### config.mk
export PLATFORM = sky130hd
export DESIGN_NAME = calc_stage_sequencer
export DESIGN_NICKNAME = d
export VERILOG_FILES = /design/src/rtl/calc_stage_sequencer.sv
export SDC_FILE = /design/constraint.sdc
export NUM_CORES = 1
export LEC_CHECK = 0
export CAP_MARGIN = 20
export CELL_PAD_IN_SITES_DETAIL_PLACEMENT = 1
export CELL_PAD_IN_SITES_GLOBAL_PLACEMENT = 2
export CORE_MARGIN = 8
export CORE_UTILIZATION = 33
export DETAILED_ROUTE_END_ITERATION = 7
export GPL_TIMING_DRIVEN = 0
export PLACE_DENSITY_LB_ADDON = 0.1
export SLEW_MARGIN = 20
export SYNTH_ARGS = -nofsm -noshare
export SYNTH_HDL_FRONTEND = slang
export SYNTH_SLANG_ARGS = --single-unit
### constraint.sdc
create_clock -name CLK -period 1.8 [get_ports CLK]
set_input_delay 0.54 -clock CLK [delete_from_list [all_inputs] [get_ports CLK]]
set_output_delay 0.54 -clock CLK [all_outputs]
set_load 0.05 [all_outputs]
### src/rtl/calc_stage_sequencer.sv
// Stage sequencer for the calculator front end: debounces the ADVANCE/BACK keys,
// steps a stage index and issues write (press) / clear (release) strobes.
module calc_stage_sequencer #(
    parameter int NUM_STAGES      = 4,
    parameter int STAGE_W         = $clog2(NUM_STAGES),
    parameter int DEBOUNCE_CYCLES = 500000,
    parameter bit WRAP            = 1'b1
) (
    input  logic                  CLK,
    input  logic                  RST,
    input  logic                  key_adv_n,
    input  logic                  key_back_n,
    output logic [STAGE_W-1:0]    stage,
    output logic                  write,
    output logic                  clear,
    output logic [NUM_STAGES-1:0] stage_led,
    output logic                  at_last
);

    localparam int                 CNT_W   = (DEBOUNCE_CYCLES > 1) ? $clog2(DEBOUNCE_CYCLES) : 1;
    localparam logic [CNT_W-1:0]   CNT_MAX = CNT_W'(DEBOUNCE_CYCLES - 1);
    localparam logic [STAGE_W-1:0] LAST    = STAGE_W'(NUM_STAGES - 1);
    localparam int                 ADV     = 0;
    localparam int                 BACK    = 1;

    typedef enum logic [1:0] {
        IDLE      = 2'd0,
        ADV_HELD  = 2'd1,
        BACK_HELD = 2'd2
    } state_t;

    logic [1:0]         sync1_q, sync1_d;
    logic [1:0]         sync2_q, sync2_d;
    logic [1:0]         deb_q, deb_d;
    logic [CNT_W-1:0]   cnt_q [2];
    logic [CNT_W-1:0]   cnt_d [2];
    state_t             state_q, state_d;
    logic [STAGE_W-1:0] stage_q, stage_d;
    logic [STAGE_W-1:0] stage_next, stage_prev;
    logic               write_q, write_d;
    logic               clear_q, clear_d;

    // Bit 0 carries ADVANCE, bit 1 carries BACK through the synchroniser and debouncer.
    always_comb begin
        sync1_d = {key_back_n, key_adv_n};
        sync2_d = sync1_q;
    end

    always_comb begin
        for (int k = 0; k < 2; k++) begin
            deb_d[k] = deb_q[k];
            cnt_d[k] = '0;
            if (sync2_q[k] != deb_q[k]) begin
                if (cnt_q[k] == CNT_MAX) begin
                    deb_d[k] = ~deb_q[k];
                end else begin
                    cnt_d[k] = cnt_q[k] + CNT_W'(1);
                end
            end
        end
    end

    always_comb begin
        if (stage_q == LAST) begin
            stage_next = WRAP ? '0 : LAST;
        end else begin
            stage_next = stage_q + STAGE_W'(1);
        end
        if (stage_q == '0) begin
            stage_prev = WRAP ? LAST : '0;
        end else begin
            stage_prev = stage_q - STAGE_W'(1);
        end
    end

    // ADVANCE has priority in IDLE; the other key is ignored while one is held.
    always_comb begin
        state_d = state_q;
        stage_d = stage_q;
        write_d = 1'b0;
        clear_d = 1'b0;
        case (state_q)
            IDLE: begin
                if (!deb_q[ADV]) begin
                    write_d = 1'b1;
                    state_d = ADV_HELD;
                end else if (!deb_q[BACK]) begin
                    state_d = BACK_HELD;
                end
            end
            ADV_HELD: begin
                if (deb_q[ADV]) begin
                    stage_d = stage_next;
                    clear_d = 1'b1;
                    state_d = IDLE;
                end
            end
            BACK_HELD: begin
                if (deb_q[BACK]) begin
                    stage_d = stage_prev;
                    clear_d = 1'b1;
                    state_d = IDLE;
                end
            end
            default: begin
                state_d = IDLE;
            end
        endcase
    end

    always_ff @(posedge CLK) begin
        if (RST) begin
            sync1_q <= 2'b11;
            sync2_q <= 2'b11;
            deb_q   <= 2'b11;
            for (int k = 0; k < 2; k++) begin
                cnt_q[k] <= '0;
            end
            state_q <= IDLE;
            stage_q <= '0;
            write_q <= 1'b0;
            clear_q <= 1'b0;
        end else begin
            sync1_q <= sync1_d;
            sync2_q <= sync2_d;
            deb_q   <= deb_d;
            for (int k = 0; k < 2; k++) begin
                cnt_q[k] <= cnt_d[k];
            end
            state_q <= state_d;
            stage_q <= stage_d;
            write_q <= write_d;
            clear_q <= clear_d;
        end
    end

    assign stage     = stage_q;
    assign write     = write_q;
    assign clear     = clear_q;
    assign stage_led = NUM_STAGES'(1) << stage_q;
    assign at_last   = (stage_q == LAST);

endmodule

Word-level counts from Yosys, hierarchy flattened --
Memory sizes are Yosys's and may differ from the RTL's. Index checks and enable logic that the tools add are counted.
Word-level totals: flip-flop bits (word level) 12, bits in writable memories 38, input bits 4, output and inout port bits 9, word-level logic and storage cells 60, memories kept 1
Operators by class: add/subtract/negate cells 4, equality and inequality tests 10, shift-type cells 1, mux-type cells 23, bitwise operators 5, reductions and logical operators 8
Memory list:
- cnt_q | depth 2, bits a word 19, rd ports 2, clocked after memory_dff 0, write ports 2, line 35 | logic [CNT_W-1:0] cnt_q [2];
Operators with widths (number):
- 19-bit 2-to-1 mux | 6
- 19-bit by 1-bit adder with 19-bit output, second input constant | 2
- 19-bit == test, second input constant | 2
- 2-bit 2-to-1 mux | 8
- 1-bit 2-to-1 mux | 6
- 2-bit one-hot mux with 3 select lines | 1
- 3-bit AND reduction | 2
- 2-bit == test, second input constant | 2
- 2-bit zero test | 2
- 2-bit inequality test, second input constant | 2
- 2-bit one-hot mux with 2 select lines | 1
- 2-bit AND reduction | 2
- 1-bit by 2-bit left shift with 4-bit output, first input constant | 1
- 3-bit inequality test, second input constant | 1
- 1-bit inverter | 3
- 2-bit by 1-bit adder with 2-bit output, second input constant | 1
- 2-bit by 1-bit == test with 1-bit output, second input constant | 1
- 1-bit inequality test | 2
- 1-bit bitwise OR | 2
- 1-bit one-hot mux with 2 select lines | 1
- 2-bit nonzero test | 1
- 2-bit OR reduction | 1
- 2-bit by 1-bit subtractor with 2-bit output, second input constant | 1

Logic depth before layout (Yosys ltp) --
depth in word-level cells 4, mapped depth 7, gate-level depth less buffers 6

Worst setup path before layout --
No wires, ideal clock.
kind reg2out, from register stage_q[1] (netlist: stage[1]), to output port stage_led[3], data arrival time 1.557 ns, required time 1.260 ns, setup slack -0.297 ns, stages on the path, launching flop included 3, buffers on the path 1, path through dfxtp_1 -> ha_1 -> buf_4
Between the ends: longest elaborated chain between the ends 1
RTL lines:
- start: declaration | line 38 | logic [STAGE_W-1:0] stage_q, stage_d;
- start signal: assignment | line 131 | stage_q <= stage_d;
- 1-bit by 2-bit left shift with 4-bit output | line 140 | assign stage_led = NUM_STAGES'(1) << stage_q;
- end: declaration | line 16 | output logic [NUM_STAGES-1:0] stage_led,
No other way between the ends.

==> impl_results.md <==
- Crit Path Class: flip-flop to flip-flop
- Total power: 1.93 mW
- Drt drc: 0
- Setup Viol. Count Final: 0
- Layout area overhead: 20.7%
- Area leader, netlist: dfxtp_1
- Synth Net Count: 278
- EDFF count, synth: 0
- Crit start category: flip-flop
- CTS Buf Count: 5
- Hold Crit Class: flip-flop to flip-flop
- Final std cells w/o fill: 386
- Clock sinks: 50
- Power Dens Cells: 684 nW/um2
- Top FF cell, synth: dfxtp_1
- Max Clock Skew: 0.0114 ns
- Share of power burned in registers: 0.577
- Dominant cells by area after synthesis: dfxtp_1, xnor2_1, nor2_1
- Placed insts: 372
- CTS HTree Levels: 2
- Max_slew headroom: 0.666
- Post-synth ARST share: 0
- Die Wd: 100 um
- Setup TNS Final: 0 ns
- Crit path capture type: flip-flop
- Final setup margin: 0.0481 ns
- Initial antenna violation count: 0
- Vias in the first global route: 1984
- Yosys top cell area share: 0.429
- First-pass GRT wire length: 9.25 mm
- Worst VDD drop: 0.299 mV
- RSZ-0062 raised after global routing: true
- Synthesized flop and latch total: 50
- Crit path cell chain: ha_4, nand3_4, or3_4, or4_4, a21oi_2
- Port Buffers: 11
- Hold_ws: 0.416 ns
- Tmin final: 1.75 ns
- Clk buf depth: 2
- Via count: 1907
- Psw: 0.388 mW
- Via density: 4.94
- # IOs: 13
- Internal: 1.54 mW
- Final hold viol count: 0
- Worst-path clk slew: 0.09 ns
- Initial Utilization: 0.342
- Total core area: 6830 um2
- CP max stage delay: 0.53 ns
- Largest net degree at the start of global routing: 15
- Die ar.: 10000 um2
- ANT cells: 0
- Sequential standard cell area: 1010 um2
- TritonCTS clock tree: done
- Final design utilization: 0.412
- Synth Cell Area: 2330 um2
- Fmax: 0.571 GHz
- Cell count after synthesis: 265
- Routability Congestion: 0.740
- Critical Path RT: 2.05 ns
- Warnings, synthesis: 0
- Slowest cell on crit path: or4_4
- Fin nets: 302
- DRT antenna net count: 0
- Multi-input gate area: 1350 um2
- Die height: 100 um
- Clk network pwr share: 0.406
- Pre-Repair DR Iteration Count: 4
- Worst Path Arrival: 2.00 ns
- Wirelength per Cell: 13.6 um
- Post-Syn Area per Cell: 8.81 um2
- Layout cell share with drive strength beyond 1: 0.203
- Gr usage total: 0.114
- Initial DRC Count: 45
- Number of max-cap violations: 0
- Synth unique cells: 42
- Crit path max fanout: 5
- Comb power frac: 0.017
- CTS root buf: clkbuf_8
- Filler Cell Count: 822
- Run status: complete, no violations
- Post-detail-place hpwl: 3.76 mm
- Cell row count: 30
- Worst-Margin Slew: 0.503 ns
- Period utilization: 0.973
- Clk Latency, worst-skew pair: 0.30 ns
- Post-Place Setup Slack: -0.455 ns
- Grt total ovfl: 0
- Switching Fraction: 0.201
- WL final: 5.24 mm
- Seq/Total Area, Yosys: 0.429
- Leakage: 0.890 nW
- Area of placed instances: 2580 um2
- Cell area after layout: 2820 um2
- Final Max Slew Viols: 0
==> state kept, by name (all words and copies together), names as in the netlist <==
name     flops
write        1
state_q      2
cnt_q       38
clear        1
sync1_q      2
stage        2
sync2_q      2
deb_q        2
==> cell families (layout without fill, tap and decap cells) <==
group                    count (synthesis)  in the layout  synth area share
flip-flops                              50             50             0.429
adder cells (fa/ha/maj)                  9              9            0.0482
buffers and inverters                   19             44            0.0338
multiplexers                             2              2           0.00911
AO/OA/AOI/OAI                           28             28            0.0761
XOR/XNOR                                29             29             0.109
AND/OR/NAND/NOR                        128            128             0.295
==> timing repair <==
action / 4_1_cts / 5_1_grt
cloned: 0 / 0
resized for setup: 38 / 19
pin swaps: 4 / 5
setup buffers: 8 / 2
hold buffers: 0 / 0
endpoints found under the hold margin: 0 / 0
setup endpoints to repair: 48 / 30
==> power groups by stage <==
stage	Clock [mW]	Combinational, mW	Sequential, mW
3_3_place_gp	0	0.0285	1.14
6_report	0.783	0.0326	1.11
2_1_floorplan	0	0.0173	1.14
5_1_grt	0.868	0.0376	1.11
3_5_place_dp	0	0.0286	1.14
4_1_cts	0.815	0.0338	1.11
==> Yosys cell counts, types with 2 or more instances <==
master,count
or4_1,3
clkbuf_1,6
nor4b_1,2
and3_1,4
xor2_1,9
a211oi_1,3
buf_2,3
or3_1,4
nor2_1,39
a21oi_1,11
nand4_1,13
nor3b_1,2
nor4_1,5
or2_2,5
nor2b_1,2
o21ai_0,3
nand2_1,16
ha_1,9
nand3_1,14
nor3_1,8
and4_1,4
o31ai_1,4
xnor2_1,20
inv_1,9
dfxtp_1,50
==> critical path, delay by kind of cell (launching register included) <==
kind	cells	cell delay, ns
compound gates	1	0.13
fa+ha+maj	1	0.14
flops	1	0.37
simple gates	3	1.05
==> layer usage <==
metal | track usage | vias up | part of all wire
li1 | - | 977 | -
met1 | 0.133 | 911 | 0.47
met2 | 0.195 | 12 | 0.49
met3 | 0.0284 | 7 | 0.030
met4 | 0.0407 | 0 | 0.013
met5 | 0 | - | 0
==> path summary, 6_finish.rpt <==
kind                                 from  slack (ns)  cells past startpoint                      end
setup / recovery  cnt_q[0][19]$_SDFF_PP0_        0.05                      5  cnt_q[0][37]$_SDFF_PP0_
hold / removal      sync1_q[0]$_SDFF_PP1_        0.42                      1    sync2_q[0]$_SDFF_PP1_
setup reg to reg  cnt_q[0][19]$_SDFF_PP0_        0.05                      5  cnt_q[0][37]$_SDFF_PP0_
hold reg to reg     sync1_q[0]$_SDFF_PP1_        0.42                      1    sync2_q[0]$_SDFF_PP1_
==> cells in the final DEF, fill, tap and decap left out, types with 3 or more instances in the layout <==
| master | count |
|---|---|
| a21oi_1 | 11 |
| and3_1 | 4 |
| and4_1 | 3 |
| buf_4 | 14 |
| clkbuf_1 | 5 |
| clkbuf_8 | 5 |
| dfxtp_1 | 41 |
| dfxtp_2 | 8 |
| dlygate4sd2_1 | 3 |
| ha_1 | 5 |
| ha_2 | 3 |
| inv_1 | 9 |
| nand2_1 | 16 |
| nand3_1 | 12 |
| nand4_1 | 13 |
| nor2_1 | 39 |
| nor3_1 | 8 |
| nor4_1 | 4 |
| o21ai_0 | 3 |
| o31ai_1 | 4 |
| or2_2 | 5 |
| xnor2_1 | 20 |
| xor2_1 | 9 |
==> final cells by class <==
cell class | instances | share of cell area
sequential | 50 | 0.360
clock inverter | 1 | 0.0107
timing repair buffer | 21 | 0.0582
buffer | 6 | 0.0120
multi-input combinational | 196 | 0.477
inverter | 9 | 0.0120
clock buffer | 7 | 0.0271
tap | 96 | 0.0426
Power figures use the tool's default switching activity.
